[src/rtl/ducq_nco_if.sv]
// NCO sequencer bus: rate strobe, FCW handshake, ROM address/data and carrier outputs.
interface ducq_nco_if #(
  parameter int unsigned PHASE_W = 24,
  parameter int unsigned ADDR_W  = 9,
  parameter int unsigned MAG_W   = 8
) ();
  logic               sample_en;
  logic               phase_clr;
  logic [PHASE_W-1:0] fcw_in;
  logic               fcw_valid;
  logic               fcw_ready;
  logic [ADDR_W-1:0]  cos_addr;
  logic [MAG_W-1:0]   cos_q;
  logic [ADDR_W-1:0]  sin_addr;
  logic [MAG_W-1:0]   sin_q;
  logic [MAG_W:0]     cos_out;
  logic [MAG_W:0]     sin_out;
  logic               out_valid;

  modport master (
    output sample_en, phase_clr, fcw_in, fcw_valid, cos_q, sin_q,
    input  fcw_ready, cos_addr, sin_addr, cos_out, sin_out, out_valid
  );

  modport slave (
    input  sample_en, phase_clr, fcw_in, fcw_valid, cos_q, sin_q,
    output fcw_ready, cos_addr, sin_addr, cos_out, sin_out, out_valid
  );
endinterface

[src/rtl/ducq_nco_ctrl.sv]
// Quadrature carrier NCO sequencer: phase accumulator, eighth-wave ROM folding and sign/swap rebuild.
// Optional phase dither on the folding path is enabled by defining DUCQ_NCO_DITHER_EN.
module ducq_nco_ctrl #(
  parameter int unsigned PHASE_W = 24,
  parameter int unsigned ADDR_W  = 9,
  parameter int unsigned MAG_W   = 8
) (
  input  logic        clk,
  input  logic        rst,
  ducq_nco_if.slave   bus
);

  localparam int unsigned FOLD_W = ADDR_W + 3;
  localparam int unsigned OUT_W  = MAG_W + 1;

  typedef enum logic {S_IDLE, S_PEND} fcw_state_e;

  fcw_state_e          state;
  fcw_state_e          state_nxt;
  logic                fcw_take;
  logic                fcw_xfer;

  logic [PHASE_W-1:0]  phase;
  logic [PHASE_W-1:0]  fcw;
  logic [PHASE_W-1:0]  fcw_pend;
  logic                sample_go;

  logic [FOLD_W-1:0]   fold;
  logic [2:0]          oct;
  logic [ADDR_W-1:0]   addr_a;
  logic [ADDR_W-1:0]   addr_fold;

  logic                v1;
  logic                swap1;
  logic                cneg1;
  logic                sneg1;
  logic [MAG_W-1:0]    cmag;
  logic [MAG_W-1:0]    smag;
  logic [OUT_W-1:0]    cos_c;
  logic [OUT_W-1:0]    sin_c;

  // A clear on the same cycle drops the sample.
  assign sample_go = bus.sample_en && !bus.phase_clr;

  // FCW handshake state register.
  always_ff @(posedge clk) begin
    if (rst) begin
      state <= S_IDLE;
    end else begin
      state <= state_nxt;
    end
  end

  // Capture an offered word while idle; hand it to the accumulator on the next live sample.
  always_comb begin
    state_nxt = state;
    fcw_take  = 1'b0;
    fcw_xfer  = 1'b0;
    unique case (state)
      S_IDLE: begin
        if (bus.fcw_valid) begin
          fcw_take  = 1'b1;
          state_nxt = S_PEND;
        end
      end
      S_PEND: begin
        if (sample_go) begin
          fcw_xfer  = 1'b1;
          state_nxt = S_IDLE;
        end
      end
      default: state_nxt = S_IDLE;
    endcase
  end

`ifdef DUCQ_NCO_DITHER_EN
  localparam int unsigned        DITH_W    = PHASE_W - 12;
  localparam logic [PHASE_W-1:0] DITH_MASK = PHASE_W'((64'd1 << DITH_W) - 64'd1);

  logic [15:0]        lfsr;
  logic [PHASE_W-1:0] dither;

  // Fibonacci LFSR, taps 16,14,13,11.
  always_ff @(posedge clk) begin
    if (rst) begin
      lfsr <= 16'hACE1;
    end else if (sample_go) begin
      lfsr <= {lfsr[14:0], lfsr[15] ^ lfsr[13] ^ lfsr[12] ^ lfsr[10]};
    end
  end

  // Dither touches only the folding copy; the accumulator stays clean.
  always_comb begin
    dither = PHASE_W'(lfsr) & DITH_MASK;
    fold   = FOLD_W'((phase + dither) >> (PHASE_W - FOLD_W));
  end
`else
  assign fold = phase[PHASE_W-1 -: FOLD_W];
`endif

  // Odd octants walk the eighth-wave backwards.
  always_comb begin
    oct       = fold[FOLD_W-1 -: 3];
    addr_a    = fold[ADDR_W-1:0];
    addr_fold = oct[0] ? ~addr_a : addr_a;
  end

  // Octant reconstruction from the two eighth-wave magnitudes.
  always_comb begin
    cmag  = swap1 ? bus.sin_q : bus.cos_q;
    smag  = swap1 ? bus.cos_q : bus.sin_q;
    cos_c = cneg1 ? -{1'b0, cmag} : {1'b0, cmag};
    sin_c = sneg1 ? -{1'b0, smag} : {1'b0, smag};
  end

  always_ff @(posedge clk) begin
    if (rst) begin
      phase         <= '0;
      fcw           <= '0;
      fcw_pend      <= '0;
      bus.fcw_ready <= 1'b1;
      bus.cos_addr  <= '0;
      bus.sin_addr  <= '0;
      v1            <= 1'b0;
      swap1         <= 1'b0;
      cneg1         <= 1'b0;
      sneg1         <= 1'b0;
      bus.cos_out   <= '0;
      bus.sin_out   <= '0;
      bus.out_valid <= 1'b0;
    end else begin
      bus.fcw_ready <= (state_nxt == S_IDLE);
      if (fcw_take) begin
        fcw_pend <= bus.fcw_in;
      end
      if (fcw_xfer) begin
        fcw <= fcw_pend;
      end

      if (bus.phase_clr) begin
        phase <= '0;
      end else if (sample_go) begin
        phase <= phase + fcw;
      end

      // Stage 0: ROM address and octant controls.
      if (sample_go) begin
        bus.cos_addr <= addr_fold;
        bus.sin_addr <= addr_fold;
        swap1        <= oct[0] ^ oct[1];
        cneg1        <= oct[2] ^ oct[1];
        sneg1        <= oct[2];
      end
      v1 <= sample_go;

      // Stage 1 -> 2: register the signed carrier; a clear kills the in-flight sample.
      bus.out_valid <= v1 && !bus.phase_clr;
      if (v1 && !bus.phase_clr) begin
        bus.cos_out <= cos_c;
        bus.sin_out <= sin_c;
      end
    end
  end

endmodule

[src/flat_wrapper.sv]
// flat-port wrapper written by rule: the top's interface ports become plain ports
module ducq_nco_ctrl_flat 
#(
  parameter int unsigned PHASE_W = 24,
  parameter int unsigned ADDR_W  = 9,
  parameter int unsigned MAG_W   = 8
)
  (clk, rst, bus_sample_en, bus_phase_clr, bus_fcw_in, bus_fcw_valid, bus_cos_q, bus_sin_q, bus_fcw_ready, bus_cos_addr, bus_sin_addr, bus_cos_out, bus_sin_out, bus_out_valid);
  ducq_nco_if #(.PHASE_W(PHASE_W), .ADDR_W(ADDR_W), .MAG_W(MAG_W)) bus_i ();
  input  logic clk;
  input  logic rst;
  input wire logic [$bits(bus_i.sample_en)-1:0] bus_sample_en;
  input wire logic [$bits(bus_i.phase_clr)-1:0] bus_phase_clr;
  input wire logic [$bits(bus_i.fcw_in)-1:0] bus_fcw_in;
  input wire logic [$bits(bus_i.fcw_valid)-1:0] bus_fcw_valid;
  input wire logic [$bits(bus_i.cos_q)-1:0] bus_cos_q;
  input wire logic [$bits(bus_i.sin_q)-1:0] bus_sin_q;
  output wire logic [$bits(bus_i.fcw_ready)-1:0] bus_fcw_ready;
  output wire logic [$bits(bus_i.cos_addr)-1:0] bus_cos_addr;
  output wire logic [$bits(bus_i.sin_addr)-1:0] bus_sin_addr;
  output wire logic [$bits(bus_i.cos_out)-1:0] bus_cos_out;
  output wire logic [$bits(bus_i.sin_out)-1:0] bus_sin_out;
  output wire logic [$bits(bus_i.out_valid)-1:0] bus_out_valid;
  assign bus_i.sample_en = bus_sample_en;
  assign bus_i.phase_clr = bus_phase_clr;
  assign bus_i.fcw_in = bus_fcw_in;
  assign bus_i.fcw_valid = bus_fcw_valid;
  assign bus_i.cos_q = bus_cos_q;
  assign bus_i.sin_q = bus_sin_q;
  assign bus_fcw_ready = bus_i.fcw_ready;
  assign bus_cos_addr = bus_i.cos_addr;
  assign bus_sin_addr = bus_i.sin_addr;
  assign bus_cos_out = bus_i.cos_out;
  assign bus_sin_out = bus_i.sin_out;
  assign bus_out_valid = bus_i.out_valid;
  ducq_nco_ctrl #(.PHASE_W(PHASE_W), .ADDR_W(ADDR_W), .MAG_W(MAG_W)) u_core (.clk(clk), .rst(rst), .bus(bus_i));
endmodule
[config.mk]
export PLATFORM = sky130hd
export DESIGN_NAME = ducq_nco_ctrl_flat
export DESIGN_NICKNAME = d
export VERILOG_FILES = /design/src/rtl/ducq_nco_if.sv /design/src/rtl/ducq_nco_ctrl.sv /design/src/flat_wrapper.sv
export SDC_FILE = /design/constraint.sdc
export NUM_CORES = 1
export LEC_CHECK = 0
export ABC_AREA = 1
export BUFFER_PORTS_ARGS = -buffer_cell sky130_fd_sc_hd__buf_2
export CAP_MARGIN = 0
export CELL_PAD_IN_SITES_DETAIL_PLACEMENT = 0
export CELL_PAD_IN_SITES_GLOBAL_PLACEMENT = 2
export CORE_ASPECT_RATIO = 1.2
export CORE_UTILIZATION = 30
export DETAILED_ROUTE_END_ITERATION = 12
export PLACE_DENSITY_LB_ADDON = 0.1
export SYNTH_ARGS = -nofsm -noshare
export SYNTH_HDL_FRONTEND = slang
export SYNTH_SLANG_ARGS = --single-unit
[constraint.sdc]
create_clock -name clk -period 5.5 [get_ports clk]
set_input_delay 0.275 -clock clk [delete_from_list [all_inputs] [get_ports clk]]
set_output_delay 0.275 -clock clk [all_outputs]
set_load 0.02 [all_outputs]
**After elaboration in Yosys (flattened, before gate mapping)**

Index checks and enable logic that the tools add are counted.

- Add/sub/neg operators: 3
- Mux-type cells: 11
- Bitwise operators: 5
- Reduce and logical (&&, ||, !) cells: 4

Operators with widths:

| cell | count |
|---|---|
| $mux 9 | 3 |
| $add 24x24->24 | 1 |
| $neg 8->9 | 2 |
| $mux 8 | 2 |
| $not 9->9 | 1 |
| $mux 1 | 5 |
| $logic_and 1x1->1 | 2 |
| $not 1->1 | 2 |
| $pmux 1 s2 | 1 |
| $reduce_or 2->1 | 1 |
| $xor 1x1->1 | 2 |
| $logic_not 1->1 | 1 |

- Flip-flop bits (word level): 106
- Output and inout port bits: 38

**Depth between registers and ports, before layout**

Gate-level depths: netlist of run 1.

- Depth in word-level cells: 5
- Gate-level depth with buffers: 14

**Worst setup path after synthesis of run 1**

OpenSTA, ideal clock, no wires.

- Path kind: flip-flop to flip-flop
- From: register u_core.fcw[0]
- To: register u_core.phase[10]
- Setup time: 0.109 ns
- Data arrival time: 1.644 ns
- Data required time: 5.391 ns
- Path slack: 3.747 ns
- Stages on the path, launching flop included: 12
- Buffers on the path: 0
- Cells stage by stage: dfxtp_1 > ha_1 > fa_1 > nand3_1 > inv_1 > nand2_1 > nand3_1 > a21oi_1 > or2_1 > nand3_1 > nand2_1 > inv_1

- Cells in the longest elaborated chain, start to end: 1

RTL lines:

| what | RTL line | RTL |
|---|---|---|
| start, declared | ducq_nco_ctrl.sv:24 | `logic [PHASE_W-1:0] fcw;` |
| start signal, assigned | ducq_nco_ctrl.sv:137 | `fcw <= fcw_pend;` |
| $add 24x24->24 | ducq_nco_ctrl.sv:143 | `phase <= phase + fcw;` |
| end signal, assigned | ducq_nco_ctrl.sv:143 |  |
| end, declared | ducq_nco_ctrl.sv:23 | `logic [PHASE_W-1:0] phase;` |

Every way passes these cells.
A chain may end at the register's enable or synchronous reset.

**Final worst setup path of run 1**

- From: register u_core.swap1
- To: register u_core.bus.sin_out[6]

- Cells in the longest elaborated chain, start to end: 3

RTL lines:

| what | RTL line | RTL |
|---|---|---|
| start, declared | ducq_nco_ctrl.sv:34 | `logic swap1;` |
| start signal, assigned | ducq_nco_ctrl.sv:150 | `swap1 <= oct[0] ^ oct[1];` |
| $mux 8 (*) | ducq_nco_ctrl.sv:111 | `smag = swap1 ? bus.cos_q : bus.sin_q;` |
| $neg 8->9 | ducq_nco_ctrl.sv:113 | `sin_c = sneg1 ? -{1'b0, smag} : {1'b0, smag};` |
| $mux 9 (*) | ducq_nco_ctrl.sv:113 |  |
| end signal, assigned | ducq_nco_ctrl.sv:160 | `bus.sin_out <= sin_c;` |
| end, declared | ducq_nco_if.sv:27 | `output fcw_ready, cos_addr, sin_addr, cos_out, sin_out, out_valid` |

Every way passes the cells marked *; elsewhere a longest branch is shown, timed or not.

==> impl_metrics.yaml, run 1 <==
detailed_routing:
  wl_um: 18600
  viasPerCell: 4.52
  antenna_left: 0
  wire_per_inst_um: 14.5
  drc: 0
  drtPass1Iterations: 4
  drt-initial-drc-count: 221
  via_count: 5807
floorplan:
  core_sq_um: 20300
  io_pins: 83
  rows: 57
  die_w_um: 134
  fp.dieH_um: 160
  initial_utilization_pct: 30.6
  die_area_sq_um: 21300
timing:
  setup_tns_ps: 0
  finalCritPeriodShare_pct: 45.6
  min_period_ps: 2510
  clock.fmax_mhz: 399
  hold_slack_ps: 169
  maxSlewViolCount: 0
  finalSetupViolations: 0
  hold_violations: 0
  worst_slew_pin_slew_ps: 1070
  skew_ps: 8.56
  slew_headroom_pct: 28.8
  rsz0062_at_grt: "no"
  fin_ws_ps: 2990
synthesis:
  synth_top_family_by_area: "simple AND/OR/NAND/NOR gates"
  synthArstFlopShare_pct: 0
  synth_ff_type: "dfxtp_1"
  synth_warnings: 0
  synth_top_area_share_pct: 34.1
  synthSimpleGateAreaFrac_pct: 31.9
  synth_edf_count: 0
  synth_xor_xnor_area_share_pct: 2.53
  ys_top_cells_by_area: "dfxtp_1 (34%), nand2_1 (14%), inv_1 (8.0%)"
  synth.top_cells.by_count: "nand2_1 (234), inv_1 (133), nor2_1 (129), dfxtp_1 (106), a21oi_1 (75)"
  postSynthCellCount: 963
  synth-seq-cells: 106
  yosysTopAreaCell: "dfxtp_1"
  synth_nets: 1034
  synth_most_common_cell: "nand2_1"
  synthAdderAreaFrac_pct: 5.35
  synth_area_sq_um: 6230
  synth_compound_area_share_pct: 13.6
  synth_cell_types: 35
  yosys-mux-area-fraction_pct: 0
  synth.avg_cell_area_sq_um: 6.47
  ys_seq_area_share_pct: 34.1
clock_tree:
  htreeDepth: 3
  cts_tree: "yes"
  cts.repair.resized: 0
  root_buffer: "clkbuf_16"
  cts_max_path_buffers: 2
  cts_inserted_buffers: 9
  clock-sinks: 106
  post-cts-setup-buffers: 0
  insertion_delay_ps: 350
  clkTransAtPathRegs_ps: 70
  hold_buffers: 0
pwr:
  peakVddDrop_v: 0.000130
  p_sw_share_pct: 28.9
  p_switching_w: 0.000484
  power_frac_clock_pct: 36.2
  power_density_nw_per_um2: 239
  p_comb_share_pct: 13.9
  p_leak_nw: 3.51
  p_int_w: 0.00119
  power_frac_seq_pct: 49.9
job:
  max_cap_viol_count: 0
finish:
  drive_gt1_share_pct: 12.9
  stdcell_area_sq_um: 7010
  n_antenna_cell: 0
  areaGrowthSynthToFinish_pct: 12.6
  nets: 1085
  stdcell_count: 1284
grt:
  grt_pass1_wl_um: 30300
  track_usage_pct: 18.5
  grt_pass1_vias: 5669
  grt_overflow: 0
  antenna_found_initial: 0
  grt_max_degree: 53
setup_path:
  cp-start-kind: "register"
  path_class: "reg2reg"
  cp-end-kind: "register"
  arrival_ps: 2760
  crit_required_ps: 5750
  path_max_fanout: 26
placement:
  placedCellCount: 1268
  gp_congestion: 0.778
  preCtsSetupSlack_ps: 2980
  hpwlAfterDp_um: 14500
  placed_cell_area_sq_um: 6740
  numPortBuffers: 82
min_path:
  hp-class: "in2reg"
run_status:
  status: "finished clean"
cells in the final DEF, fill, tap and decap left out, drive strengths merged, types with 10 or more instances in the layout:
cell type    n
ha          25
clkbuf      12
buf         85
o21ai       76
nor2       136
nand3       74
inv        139
dfxtp      106
xor2        10
nand2      243
a21oi       75
final cells by class:
| type | instances | area (sq um) |
|---|---|---|
| inverter | 141 | 529 |
| tap | 265 | 332 |
| multi-input combinational | 671 | 3330 |
| fill | 2351 | 13300 |
| clock buffer | 12 | 236 |
| timing repair buffer | 85 | 433 |
| sequential | 106 | 2120 |
| clock inverter | 4 | 28.8 |
critical path: stages, from the launching register on:
cell,delay [ps]
dfxtp_1,1030
inv_2,230
o21ai_2,270
ha_1,180
inv_1,70
nor3_4,220
nand3_1,120
nand3b_1,100
nand3_1,80
nand2_1,70
inv_1,30
per-layer routing:
layer / up-vias / track usage [%] / wire length, um
met3: 16 / 2.32 / 526
li1: 3120 / - / -
met5: - / 0 / 0
met2: 83 / 32.0 / 9230
met4: 0 / 6.10 / 306
met1: 2588 / 23.6 / 8580
through the flow:
step	util, %	total power [W]
after floorplan	-	0.00102
after global placement	33.2	0.00109
after detailed placement	33.2	0.00109
after CTS	34.5	0.00170
after global routing	34.5	0.00177
final	34.5	0.00168
path summary, 6_finish.rpt:
check	end	depth (start not counted)	slack (ps)	startpoint
setup / recovery	u_core.bus.sin_out[6]	10	2990	u_core.swap1
setup reg to reg	u_core.bus.sin_out[6]	10	2990	u_core.swap1
hold / removal	u_core.fcw_pend[7]	3	170	bus_fcw_in[7]
hold reg to reg	u_core.bus.out_valid	2	470	u_core.v1
power by group through the flow:
stage               logic, W  registers (W)  clock network (W)
detailed placement  0.000237       0.000854                  0
global placement    0.000238       0.000854                  0
finish              0.000233       0.000836           0.000607
floorplan           0.000171       0.000847                  0
global route        0.000265       0.000842           0.000666
CTS                 0.000238       0.000836           0.000629
state kept, by name (all words and copies together), names as in the netlist:
name,cells
u_core.bus.fcw_ready,1
u_core.bus.out_valid,1
u_core.bus.sin_out,9
u_core.sneg1,1
u_core.bus.cos_out,9
u_core.bus.sin_addr,9
u_core.phase,24
u_core.swap1,1
u_core.fcw_pend,24
u_core.cneg1,1
u_core.state,1
u_core.v1,1
u_core.fcw,24
cell families after synthesis:
family,after synthesis
AOI/OAI and AO/OA,157
xor gates and xnor gates,18
DFF,106
buffers and inverters,186
and+or+nand+nor,470
adders and majority gates,26
(Power assumes the default switching activity.)
==> run 2: changes to the inputs <==
Clock period 5.5 ns to 2.5 ns, I/O delays scaled along.
==> impl_metrics.yaml, run 2 (synthesis gave the netlist of run 1 again) <==
clock_tree:
  post-cts-setup-buffers: 0
  htreeDepth: 3
  clkTransAtPathRegs_ps: 80
  cts_max_path_buffers: 2
  hold_buffers: 0
  cts_tree: "yes"
  clock-sinks: 106
  insertion_delay_ps: 360
  root_buffer: "clkbuf_16"
  cts.repair.resized: 0
  cts_inserted_buffers: 9
setup_path:
  path_max_fanout: 4
  reg2regPathDepth: 12
  arrival_ps: 2320
  cp-start-kind: "register"
  path_class: "reg2reg"
  crit_required_ps: 2760
  cp-end-kind: "register"
detailed_routing:
  antenna_left: 0
  via_count: 5820
  wl_um: 19700
  drtPass1Iterations: 4
  drc: 0
  wire_per_inst_um: 15.2
  viasPerCell: 4.50
  drt-initial-drc-count: 241
timing:
  hold_violations: 0
  hold_slack_ps: 7.78
  finalSetupViolations: 0
  maxSlewViolCount: 0
  worst_slew_pin_slew_ps: 1020
  clock.fmax_mhz: 485
  min_period_ps: 2060
  finalCritPeriodShare_pct: 82.4
  setup_tns_ps: 0
  rsz0062_at_grt: "no"
  slew_headroom_pct: 31.8
  skew_ps: 11.7
pwr:
  power_density_nw_per_um2: 536
  power_frac_seq_pct: 47.7
  power_frac_clock_pct: 37.9
  peakVddDrop_v: 0.000319
  p_leak_nw: 3.56
  p_switching_w: 0.00116
  p_int_w: 0.00265
  p_comb_share_pct: 14.4
  p_sw_share_pct: 30.4
placement:
  gp_congestion: 0.793
  numPortBuffers: 82
  hpwlAfterDp_um: 15100
min_path:
  min_path_cells: 3
  hp-class: "in2reg"
finish:
  final_cell_mix: "nand2_1 (234), inv_1 (133), nor2_1 (129)"
  drive_gt1_share_pct: 13.8
  areaGrowthSynthToFinish_pct: 14.0
  largestRegisters: "u_core.fcw (24), u_core.fcw_pend (24), u_core.phase (24)"
  nets: 1094
  n_antenna_cell: 0
  mostFrequentLayoutCell: "nand2_1"
grt:
  track_usage_pct: 19.4
  grt_pass1_wl_um: 32000
  grt_pass1_vias: 5877
  antenna_found_initial: 0
  grt_overflow: 0
  grt_max_degree: 45
floorplan:
  initial_utilization_pct: 30.6
  die_area_sq_um: 21300
  rows: 57
  io_pins: 83
  die_w_um: 134
  fp.dieH_um: 160
  core_sq_um: 20300
job:
  max_cap_viol_count: 0
run_status:
  status: "finished clean"
run 2: cell count changes in the layout (fill, tap and decap cells not counted):
cell,previous run,this run
clkinv_2,1,0
buf_4,3,12
inv_6,0,2
clkinv_4,1,0
clkbuf_1,3,1
inv_8,0,1
clkinv_8,0,1
run 2: area by class of cell:
class	instances	area (sq um)
Sequential cell	106	2120
Tap cell	265	332
Fill cell	2331	13200
Multi-Input combinational cell	671	3330
Inverter	141	529
Timing Repair Buffer	94	500
Clock buffer	10	229
Clock inverter	6	60.1
run 2: worst max-delay path, cell delays in order, from the launching register on:
cell     delay (ps)
dfxtp_1         320
ha_1            280
fa_1            430
nand3_1         110
inv_1            60
nand2_1          50
nand3_1         190
nand2_1         190
nand3_1          90
nand2_1          70
nand3_1          70
nand2_1          70
inv_1            30
run 2: path summary, 6_finish.rpt:
kind	from	endpoint	slack [ps]
worst max-delay path	u_core.fcw[0]	u_core.phase[22]	440
worst min-delay path	bus_fcw_in[7]	u_core.fcw_pend[7]	8
worst max register to register	u_core.fcw[0]	u_core.phase[22]	440
worst min register to register	u_core.bus.sin_out[8]	u_core.bus.sin_out[8]	470
run 2: stage by stage:
stage          cell area (sq um)  util (%)  total power [W]  instances  worst slack [ps]
3_5_place_dp                6810      33.5          0.00242       1277               447
5_1_grt                     7100      34.9          0.00400       1293               239
3_3_place_gp                6810      33.5          0.00242       1277               415
2_1_floorplan               6230         -          0.00224        963               747
6_report                    7100      34.9          0.00381       1293               439
4_1_cts                     7100      34.9          0.00387       1293               413
run 2: power by group through the flow:
stage	Combinational (W)	Clock (W)	Sequential, W
floorplan	0.000377	0	0.00186
global placement	0.000562	0	0.00186
detailed placement	0.000559	0	0.00186
CTS	0.000561	0.00149	0.00182
global route	0.000622	0.00154	0.00183
finish	0.000548	0.00144	0.00182
run 2: metal layers:
metal  vias up  global-route usage, %  wire length [um]
li1       3142                      -                 -
met1      2582                   24.7              9250
met2        78                   33.9              9630
met3        18                   2.41               487
met4         0                   5.94               344
met5         -                      0                 0
==> run 3: changes to the inputs <==
Settings changed: CORE_UTILIZATION 30 to 28.
Clock period 2.5 ns to 1.8 ns, I/O delays scaled along.
==> impl_metrics.yaml, run 3 (synthesis gave the netlist of run 1 again) <==
timing:
  rsz0062_at_grt: "yes"
  finalSetupViolations: 0
  worst_slew_pin_slew_ps: 676
  min_period_ps: 1750
  fin_ws_ps: 48.4
  maxSlewViolCount: 0
  finalCritPeriodShare_pct: 97.3
  slew_headroom_pct: 54.9
  clock.fmax_mhz: 571
  hold_slack_ps: 17.0
  skew_ps: 14.7
  hold_violations: 0
floorplan:
  die_w_um: 138
  fp.dieH_um: 165
  rows: 59
  io_pins: 83
  die_area_sq_um: 22800
  initial_utilization_pct: 28.6
  core_sq_um: 21800
finish:
  stdcell_area_sq_um: 8370
  n_antenna_cell: 0
  largestRegisters: "u_core.fcw (24), u_core.fcw_pend (24), u_core.phase (24)"
  mostFrequentLayoutCell: "nand2_1"
  nets: 1177
  areaGrowthSynthToFinish_pct: 34.5
  post-route-util_pct: 38.4
  final_cell_mix: "nand2_1 (202), inv_1 (130), nor2_1 (112)"
  drive_gt1_share_pct: 29.1
clock_tree:
  htreeDepth: 3
  clkTransAtPathRegs_ps: 90
  root_buffer: "clkbuf_16"
  clock-sinks: 106
  cts_max_path_buffers: 2
  cts_tree: "yes"
  cts_inserted_buffers: 9
  insertion_delay_ps: 370
pwr:
  peakVddDrop_v: 0.000446
  p_total_w: 0.00552
  power_density_nw_per_um2: 659
  p_leak_nw: 4.03
placement:
  numPortBuffers: 82
  gp_congestion: 0.790
  placed_cell_area_sq_um: 7300
  hpwlAfterDp_um: 15700
  preCtsSetupSlack_ps: -119
setup_path:
  arrival_ps: 2010
  path_max_fanout: 4
  cp-start-kind: "register"
  cp-end-kind: "register"
  crit_required_ps: 2060
  path_class: "reg2reg"
detailed_routing:
  wire_per_inst_um: 14.8
  via_count: 6204
  antenna_left: 0
  drtPass1Iterations: 4
  viasPerCell: 4.48
  drt-initial-drc-count: 334
  wl_um: 20500
  drc: 0
grt:
  antenna_found_initial: 0
  grt_max_degree: 70
  track_usage_pct: 18.5
  grt_pass1_wl_um: 32400
  grt_overflow: 0
  grt_pass1_vias: 6102
min_path:
  hp-class: "in2reg"
job:
  max_cap_viol_count: 0
run_status:
  status: "finished clean"
## run 3: critical path: stages, from the launching register on
cell and delay (ps):
dfxtp_2 340, ha_4 160, fa_2 380, nand3_4 110, inv_2 40, nand2_2 80
nand3_4 100, a21oi_2 160, or2_1 110, nand3_1 60, nand2_1 70, inv_1 30
## run 3: report_power, final
part / internal, W / switching [W] / total (W)
logic: 0.000376 / 0.000539 / 0.000915
registers: 0.00245 / 0.0000776 / 0.00253
clock network: 0.00102 / 0.00105 / 0.00208
## run 3: cell type report
class	count	area (sq um)
well taps	274	343
inverters	141	529
repair buffers	177	1200
flip-flops and latches	106	2160
clock buffers	10	239
clock inverters	6	67.6
multi-input cells	671	3830
fillers	2458	13400
## run 3: path summary, 6_finish.rpt
check	slack, ps	from	cells after the start	to
hold / removal	20	bus_fcw_in[0]	3	u_core.fcw_pend[0]
setup / recovery	50	u_core.fcw[0]	11	u_core.phase[10]
hold reg to reg	450	u_core.v1	2	u_core.bus.out_valid
setup reg to reg	50	u_core.fcw[0]	11	u_core.phase[10]
## run 3: repair_timing
action                                  CTS  global route
endpoints found under the hold margin    20             0
pin swaps                                 4            37
resized for setup                        19           115
setup buffers                             0             2
hold buffers                             20             0
endpoints found under the setup margin   14            22
## run 3: metal layers
metal	wire length, um	part of all wire [%]	track usage (%)
met1	9450	46	22.8
met2	10300	50	34.0
met3	495	2.4	2.51
met4	289	1.4	4.80
met5	0	0	0
## run 3: metrics by stage
step	setup TNS, ps	instances
after floorplan	0	963
after global placement	-341	1347
after detailed placement	-488	1347
after CTS	0	1383
after global routing	-214	1385
final	0	1385
